[config.mk]
export PLATFORM = sky130hd
export DESIGN_NAME = rtc_read_sequencer
export DESIGN_NICKNAME = d
export VERILOG_FILES = /design/src/rtl/rtc_read_sequencer.sv
export SDC_FILE = /design/constraint.sdc
export NUM_CORES = 1
export LEC_CHECK = 0
export BUFFER_PORTS_ARGS = -buffer_cell sky130_fd_sc_hd__buf_2
export CAP_MARGIN = 10
export CORE_ASPECT_RATIO = 0.75
export CORE_MARGIN = 5
export CORE_UTILIZATION = 45
export CTS_BUF_LIST = sky130_fd_sc_hd__clkbuf_8
export CTS_CLUSTER_SIZE = 16
export DETAILED_ROUTE_END_ITERATION = 8
export PLACE_DENSITY = 0.67
export REMOVE_ABC_BUFFERS = 1
export SLEW_MARGIN = 40
export SYNTH_ARGS = -nofsm -noshare
export SYNTH_HDL_FRONTEND = slang
export SYNTH_SLANG_ARGS = --single-unit
[constraint.sdc]
create_clock -name clk -period 3 [get_ports clk]
set_input_delay 0.45 -clock clk [delete_from_list [all_inputs] [get_ports clk]]
set_output_delay 0.45 -clock clk [all_outputs]
set_load 0.01 [all_outputs]
[src/rtl/rtc_read_sequencer.sv]
// rtl/rtc_read_sequencer.sv - RTC bus read-address sequencer
// Walks ADDR_TABLE issuing one read request per entry followed by a dwell hold.
module rtc_read_sequencer #(
  parameter int                        ADDR_W     = 8,
  parameter int                        N_ADDR     = 11,
  parameter logic [N_ADDR*ADDR_W-1:0]  ADDR_TABLE = {8'h43, 8'h42, 8'h41, 8'h28, 8'h27, 8'h26,
                                                     8'h25, 8'h24, 8'h23, 8'h22, 8'h21},
  parameter int                        DWELL      = 74,
  parameter int                        CNT_W      = 12,
  parameter bit                        USE_ACK    = 1'b1,
  parameter int                        ACK_TMO    = 255,
  parameter logic [ADDR_W-1:0]         IDLE_ADDR  = 8'hFF
) (
  input  logic              clk,
  input  logic              reset,
  input  logic              escribe,
  input  logic              inicio,
  input  logic              crono,
  input  logic              start,
  input  logic              mode_cont,
  input  logic              rd_ack,
  output logic [ADDR_W-1:0] address,
  output logic              addr_valid,
  output logic              rd_req,
  output logic [3:0]        index,
  output logic              pass_done,
  output logic              ack_err
);

  typedef enum logic [1:0] {S_IDLE, S_REQ, S_HOLD} state_t;

  localparam logic [CNT_W-1:0] DWELL_C   = CNT_W'(DWELL);
  localparam logic [CNT_W-1:0] ACK_TMO_C = CNT_W'(ACK_TMO);
  localparam logic [3:0]       LAST_IDX  = 4'(N_ADDR - 1);

  state_t             state_q, state_d;
  logic [3:0]         index_q, index_d;
  logic [CNT_W-1:0]   cnt_q, cnt_d;
  logic               ack_err_q, ack_err_d;
  logic               pass_done_q, pass_done_d;

  logic               run_en;
  logic [CNT_W-1:0]   cnt_inc;
  logic [ADDR_W-1:0]  table_addr;

  assign run_en  = crono | (~escribe & ~inicio);
  assign cnt_inc = cnt_q + 1'b1;

  always_comb begin
    table_addr = IDLE_ADDR;
    for (int i = 0; i < N_ADDR; i++) begin
      if (index_q == 4'(i)) table_addr = ADDR_TABLE[i*ADDR_W +: ADDR_W];
    end
  end

  always_ff @(posedge clk or posedge reset) begin
    if (reset) begin
      state_q     <= S_IDLE;
      index_q     <= 4'd0;
      cnt_q       <= '0;
      ack_err_q   <= 1'b0;
      pass_done_q <= 1'b0;
    end else begin
      state_q     <= state_d;
      index_q     <= index_d;
      cnt_q       <= cnt_d;
      ack_err_q   <= ack_err_d;
      pass_done_q <= pass_done_d;
    end
  end

  always_comb begin
    state_d     = state_q;
    index_d     = index_q;
    cnt_d       = cnt_q;
    ack_err_d   = ack_err_q;
    pass_done_d = 1'b0;
    case (state_q)
      S_IDLE: begin
        cnt_d = '0;
        if (run_en && (mode_cont || start)) begin
          state_d = S_REQ;
          index_d = 4'd0;
        end
      end
      S_REQ: begin
        // Abort takes priority over ack and timeout in the same cycle.
        if (!run_en) begin
          state_d = S_IDLE;
          index_d = 4'd0;
          cnt_d   = '0;
        end else if (!USE_ACK || rd_ack) begin
          state_d = S_HOLD;
          cnt_d   = '0;
        end else if (cnt_inc == ACK_TMO_C) begin
          ack_err_d = 1'b1;
          state_d   = S_HOLD;
          cnt_d     = '0;
        end else begin
          cnt_d = cnt_inc;
        end
      end
      S_HOLD: begin
        if (!run_en) begin
          state_d = S_IDLE;
          index_d = 4'd0;
          cnt_d   = '0;
        end else if (cnt_inc == DWELL_C) begin
          cnt_d = '0;
          if (index_q != LAST_IDX) begin
            index_d = index_q + 4'd1;
            state_d = S_REQ;
          end else begin
            pass_done_d = 1'b1;
            index_d     = 4'd0;
            state_d     = mode_cont ? S_REQ : S_IDLE;
          end
        end else begin
          cnt_d = cnt_inc;
        end
      end
      default: begin
        state_d = S_IDLE;
        index_d = 4'd0;
        cnt_d   = '0;
      end
    endcase
  end

  always_comb begin
    address    = IDLE_ADDR;
    addr_valid = 1'b0;
    rd_req     = 1'b0;
    case (state_q)
      S_REQ: begin
        address    = table_addr;
        addr_valid = 1'b1;
        rd_req     = 1'b1;
      end
      S_HOLD: begin
        address    = table_addr;
        addr_valid = 1'b1;
      end
      default: begin
        address    = IDLE_ADDR;
        addr_valid = 1'b0;
        rd_req     = 1'b0;
      end
    endcase
  end

  assign index     = index_q;
  assign pass_done = pass_done_q;
  assign ack_err   = ack_err_q;

endmodule

==> results of run 1 <==
==> layer usage <==
metal	up-vias	routed length [um]	track usage, %	share of wire (%)
met1	545	1524	21.44	53
met5	-	0	0	0
met3	2	107	4.401	3.7
li1	560	-	-	-
met4	0	12	3.421	0.41
met2	24	1255	21.27	43
==> cells in the mapped netlist (all sizes together) (2+ instances only) <==
master	instances	area (um2)
dfrtp	20	500.5
nor2	19	71.32
nand2	11	41.29
o21ai	10	53.80
inv	8	30.03
nand3	8	45.04
ha	7	87.58
xnor2	7	61.31
buf	6	35.03
xor2	6	52.55
clkbuf	4	15.01
nor3	4	20.02
nor4	4	58.81
a21oi	3	15.01
and3	3	18.77
and4	3	26.28
nand2b	3	18.77
or3	3	18.77
a211o	2	17.52
a211oi	2	15.01
a311oi	2	17.52
and2	2	12.51
nand4	2	12.51
o22ai	2	18.77
o31ai	2	15.01
==> power by group <==
part           switching (mW)  leakage (nW)  internal, mW
logic                   0.250         0.354         0.145
clock network          0.0911        0.0288         0.117
registers              0.0219         0.276         0.289
total                   0.363         0.659         0.551
==> worst paths after layout <==
| path | slack (ns) | end | startpoint |
|---|---|---|---|
| setup / recovery | 0.31 | cnt_q[8]$_DFF_PP0_ | cnt_q[0]$_DFF_PP0_ |
| hold / removal | 0.18 | index[2]$_DFFE_PP0P_ | reset |
| setup reg to reg | 0.31 | cnt_q[8]$_DFF_PP0_ | cnt_q[0]$_DFF_PP0_ |
| hold reg to reg | 0.46 | ack_err$_DFFE_PP0P_ | ack_err$_DFFE_PP0P_ |
| max in group asynchronous | 2.52 | cnt_q[11]$_DFF_PP0_ | reset |
| min in group clk | 0.46 | ack_err$_DFFE_PP0P_ | ack_err$_DFFE_PP0P_ |
==> critical path, delay by kind of cell, from the launching register on <==
| kind | cells | cell delay (ns) |
|---|---|---|
| compound gates | 2 | 0.53 |
| fa+ha+maj | 1 | 0.29 |
| simple gates | 5 | 1.30 |
| flops | 1 | 0.45 |
==> logic make-up (layout without fill, tap and decap cells) <==
group	count (synthesis)	count (layout)	share of synthesized area [%]
AOI/OAI and AO/OA	28	28	14.18
xor gates and xnor gates	13	13	8.489
adders and majority gates	7	7	6.530
buffers and inverters	18	35	5.970
DFF	20	20	37.31
and+or+nand+nor	65	65	27.52
==> per-stage QoR <==
stage / setup slack, ns / utilization, %
floorplan: 0.6329 / -
global placement: 0.4128 / 50.26
detailed placement: 0.3333 / 50.26
CTS: 0.3060 / 52.16
global route: 0.1042 / 52.16
finish: 0.3097 / 52.16
==> area by class of cell <==
| class | count | area share [%] |
|---|---|---|
| Clock buffer | 4 | 3.648 |
| Inverter | 8 | 1.990 |
| Multi-Input combinational cell | 113 | 50.41 |
| Sequential cell | 20 | 33.17 |
| Tap cell | 38 | 3.151 |
| Timing Repair Buffer | 23 | 7.628 |
==> sequential cells by signal (all words and copies together) (netlist names) <==
| name | flops |
|---|---|
| state_q | 2 |
| index | 4 |
| cnt_q | 12 |
| pass_done | 1 |
| ack_err | 1 |
==> summary.txt, run 1 <==
Run status
  • Status: finished, final reports clean

Route
  • WL final: between 2 and 3 mm
  • Drt drc: 0
  • ANT nets after route: 0
  • Via/cell ratio: ~5.5
  • Drt initial violations: ~110
  • Via count: between 1,000 and 1,500
  • Pre-Repair DR Iteration Count: 4
  • Wire per inst: 14.08 um

Global routing
  • Largest net degree at the start of global routing: 21
  • Antenna violations before repair: 0
  • First-pass GRT wire length: between 4 and 5 mm
  • GRT Resource Usage Total: ~15%
  • Number of global-route vias before repair: between 1,000 and 1,500
  • Grt total ovfl: 0

Worst setup path
  • Crit path max fanout: 11
  • Slowest cell on crit path: dfrtp_1
  • Crit. End Element: register
  • Setup Crit Path Kind: reg -> reg
  • CP required: roughly 3.1 ns
  • Critical path data arrival time: between 2 and 3 ns
  • Crit path largest cell delay: 0.45 ns
  • Worst-path cell chain: ha_1, nand3_2, or3_1, a211o_1, nor4_4, o22ai_2, nand2_1, nor2_1
  • Critical Path Start Type: register
  • Reg2reg path depth: 8

Flow run
  • Max-cap violation count: 0

Place
  • Port bufs: 23
  • Placed cell areas: around 1500 um2
  • Gpl congestion: around 0.84
  • Inst Count DP: 202
  • Detailed placer's ending HPWL: about 2.2 mm

Finish
  • Commonest non-fill, non-tap cell in the layout: buf_2
  • Area occupied by multi-input gates: 760.7 um2
  • Layout area overhead: 12.50%
  • Post-layout instance area: 1509 um2
  • FF/Latch Area: 500.5 um2
  • FILL cells: 290
  • Finished Layout Cells: slightly above 200
  • Diode count: 0
  • Fraction of layout cells with a size suffix above 1: 20.83%
  • Nets: 184
  • Most frequent cells in the layout: buf_2, dfrtp_1, nor2_1

STA
  • Finish-stage setup viols: 0
  • Final Hold Viols: 0
  • Least-Margin Pin Slew: 0.6602 ns
  • Achievable frequency: 0.3717 GHz
  • Hold Slack: between 0.15 and 0.2 ns
  • Final clock skew: roughly 0.0023 ns
  • RSZ-0062 raised after global routing: false
  • Normalized max-slew margin: a little under three fifths
  • Setup TNS: 0 ns
  • Crit path time final: between 2 and 3 ns
  • Period utilization: between 80% and 90%
  • Slew Limit Fails: 0

Synthesis
  • Sequential share of the synthesized area: 37.31%
  • Async SR Flop Fraction: 100.0%
  • Top FF cell, synth: dfrtp_1
  • Synthesized instance count: 151
  • Avg Inst Size Synth: roughly 8.9 um2
  • Post-synth EDFFs: 0
  • Synthesis Warnings: 0
  • Netlist cell types: 38
  • Flops & latches, synth: 20
  • Cell Area, Synth: roughly 1300 um2

Floorplanning
  • Core region area: 2893 um2
  • Die Width: 73.04 um
  • IO Pins: 24
  • Die extent in y: ~57 um
  • Initial core utilization: between 40% and 50%
  • Die area: 4184 um2
  • Row count: 17

Clock network
  • H-tree depth: 1
  • Post-CTS sizing: 0
  • CTS sink count: 20
  • Setup repair bufs after CTS: 0
  • Total CTS buffers: 3
  • Root Driver: clkbuf_8
  • CTS tree: yes
  • Post-CTS Hold Buffers: 0
  • CTS clk-pin slew, worst paths: around 0.07 ns
  • Worst skew pair latency: between 0.2 and 0.3 ns
  • Clk buf depth: 2

Pwr
  • Pwr Total: 0.9141 mW
  • Max rail drop VDD: 0.0004627 V
  • Power per cell area: roughly 610 nW/um2
  • P_leak: around 0.66 nW

Hold path
  • Worst Hold Class: in -> async
(Power assumes the default switching activity.)
==> run 2: changes to the inputs <==
--- a/config.mk
+++ b/config.mk
@@ -9,11 +9,11 @@
 export CAP_MARGIN = 10
 export CORE_ASPECT_RATIO = 0.75
 export CORE_MARGIN = 5
-export CORE_UTILIZATION = 45
+export CORE_UTILIZATION = 55
 export CTS_BUF_LIST = sky130_fd_sc_hd__clkbuf_8
 export CTS_CLUSTER_SIZE = 16
 export DETAILED_ROUTE_END_ITERATION = 8
-export PLACE_DENSITY = 0.67
+export PLACE_DENSITY = 0.79
 export REMOVE_ABC_BUFFERS = 1
 export SLEW_MARGIN = 40
 export SYNTH_ARGS = -nofsm -noshare
==> run 2 against run 1 <==
  * Register-to-register slack improved by 0.02 ns
  * Final cell count fell by 1.9%
  * Wire length fell by 3.5%
  * Setup slack improved by 0.022 ns
  * Sequential power barely moved
  * Clock power fell by 4%
  * Via count rose by 1.6%
  * Combinational power rose by 2%
  * Critical endpoint unchanged
==> summary.txt, run 2 (synthesis results as in run 1) <==
Finish
  • Layout area overhead: 12.13%
  • Post-layout instance area: about 1500 um2
  • Finished Layout Cells: roughly 200
  • Max reg flops: 12
  • Commonest non-fill, non-tap cell in the layout: buf_2
  • Most frequent cells in the layout: buf_2, dfrtp_1, nor2_1
  • FF/Latch Area: 500.5 um2
  • FILL cells: 204
  • Diode count: 0
  • Top reg by flops: cnt_q
  • Nets: 184
  • Util after Layout: 65.15%
  • Area occupied by multi-input gates: roughly 760 um2
  • Fraction of layout cells with a size suffix above 1: between 20% and 30%

Pwr
  • P_leak: around 0.66 nW
  • Max rail drop VDD: between 0.0004 and 0.0005 V
  • Clk pwr share: a little over a fifth
  • Pwr Total: roughly 0.91 mW
  • Sw Share: 39.69%
  • Internal power: approximately 0.55 mW
  • Switch Pwr: about 0.36 mW
  • Power per cell area: between 600 and 700 nW/um2
  • Logic pwr share: between 40% and 50%
  • Reg power frac: between 30% and 40%

Floorplanning
  • Row count: 15
  • Die extent in y: between 50 and 60 um
  • Die Width: around 67 um
  • Core region area: 2308 um2
  • Initial core utilization: ~58%
  • IO Pins: 24
  • Die area: roughly 3500 um2

Global routing
  • Met1 GRT Util: about a quarter
  • Met2 usage: 26.43%
  • Antenna violations before repair: 0
  • Global routing's busiest layer: met2
  • GRT Resource Usage Total: a little under a fifth
  • Number of global-route vias before repair: 1,028
  • First-pass GRT wire length: 4.857 mm
  • Grt total ovfl: 0
  • Largest net degree at the start of global routing: 21
  • Met3 Use GR: 5.365%

Worst setup path
  • Crit path max fanout: 11
  • Crit path largest cell delay: roughly 0.44 ns
  • CP required: 3.13 ns
  • Setup Crit Path Kind: reg -> reg
  • Top delay family on crit path: simple AND/OR/NAND/NOR gates
  • Crit. End Element: register
  • Slowest cell on crit path: dfrtp_1
  • Critical path data arrival time: 2.80 ns
  • Worst-path cell chain: ha_1, nand3_2, or3_1, a211o_1, nor4_2, o22ai_2, nand2_1, nor2_1
  • Critical Path Start Type: register
  • Critical path buffers and inverters: 0

Clock network
  • CTS clk-pin slew, worst paths: approximately 0.07 ns
  • Setup repair bufs after CTS: 0
  • Post-CTS Hold Buffers: 0
  • CTS tree: yes
  • Worst skew pair latency: approximately 0.26 ns
  • Total CTS buffers: 3
  • Root Driver: clkbuf_8
  • H-tree depth: 1
  • CTS sink count: 20
  • Clk buf depth: 2
  • Post-CTS sizing: 0

STA
  • Period utilization: 88.94%
  • Normalized max-slew margin: between 50% and 60%
  • Achievable frequency: ~0.37 GHz
  • Least-Margin Pin Slew: 0.7097 ns
  • Setup TNS: 0 ns
  • Final Hold Viols: 0
  • RSZ-0062 raised after global routing: false
  • Slew Limit Fails: 0
  • Finish-stage setup viols: 0
  • Final clock skew: ~0.0021 ns
  • Crit path time final: 2.668 ns
  • Worst Setup Slack, final: between 0.3 and 0.4 ns
  • Hold Slack: about 0.17 ns

Route
  • Drt initial violations: between 80 and 90
  • Via count: about 1,100
  • Pre-Repair DR Iteration Count: 4
  • WL final: about 2.8 mm
  • Wire per inst: between 10 and 15 um
  • Drt drc: 0
  • ANT nets after route: 0
  • Via/cell ratio: between 5 and 6

Place
  • Placed cell areas: around 1400 um2
  • Gpl congestion: just over 0.9
  • Port bufs: 23
  • Pre-CTS WS: between 0.3 and 0.4 ns
  • Detailed placer's ending HPWL: between 2 and 2.5 mm
  • Inst Count DP: about 200

Hold path
  • Worst Hold Class: in -> async

Run status
  • Status: finished, final reports clean

Flow run
  • Max-cap violation count: 0
run 2: worst paths after layout:
check,start,endpoint,slack (ns),depth (start not counted)
setup / recovery,cnt_q[0]$_DFF_PP0_,cnt_q[8]$_DFF_PP0_,0.33,8
hold / removal,reset,pass_done$_DFF_PP0_,0.17,2
setup reg to reg,cnt_q[0]$_DFF_PP0_,cnt_q[8]$_DFF_PP0_,0.33,8
hold reg to reg,ack_err$_DFFE_PP0P_,ack_err$_DFFE_PP0P_,0.47,1
max in group asynchronous,reset,cnt_q[2]$_DFF_PP0_,2.54,2
min in group clk,ack_err$_DFFE_PP0P_,ack_err$_DFFE_PP0P_,0.47,1
run 2: per-layer routing:
metal / vias to the layer above / wire length, um
met3: 6 / 175
met2: 35 / 1255
li1: 564 / -
met1: 544 / 1332
met5: - / 0
met4: 0 / 36
run 2: power by group through the flow:
stage	logic [mW]	registers, mW	clock network, mW
after global placement	0.388	0.314	0
after CTS	0.402	0.313	0.210
after floorplan	0.254	0.312	0
after detailed placement	0.401	0.318	0
after global routing	0.448	0.317	0.223
final	0.401	0.313	0.200
run 2: layout make-up:
class	instances	area share [%]
clock buffer	4	3.661
tap	34	2.829
sequential	20	33.28
inverter	8	1.997
multi-input combinational	113	50.58
timing repair buffer	23	7.654
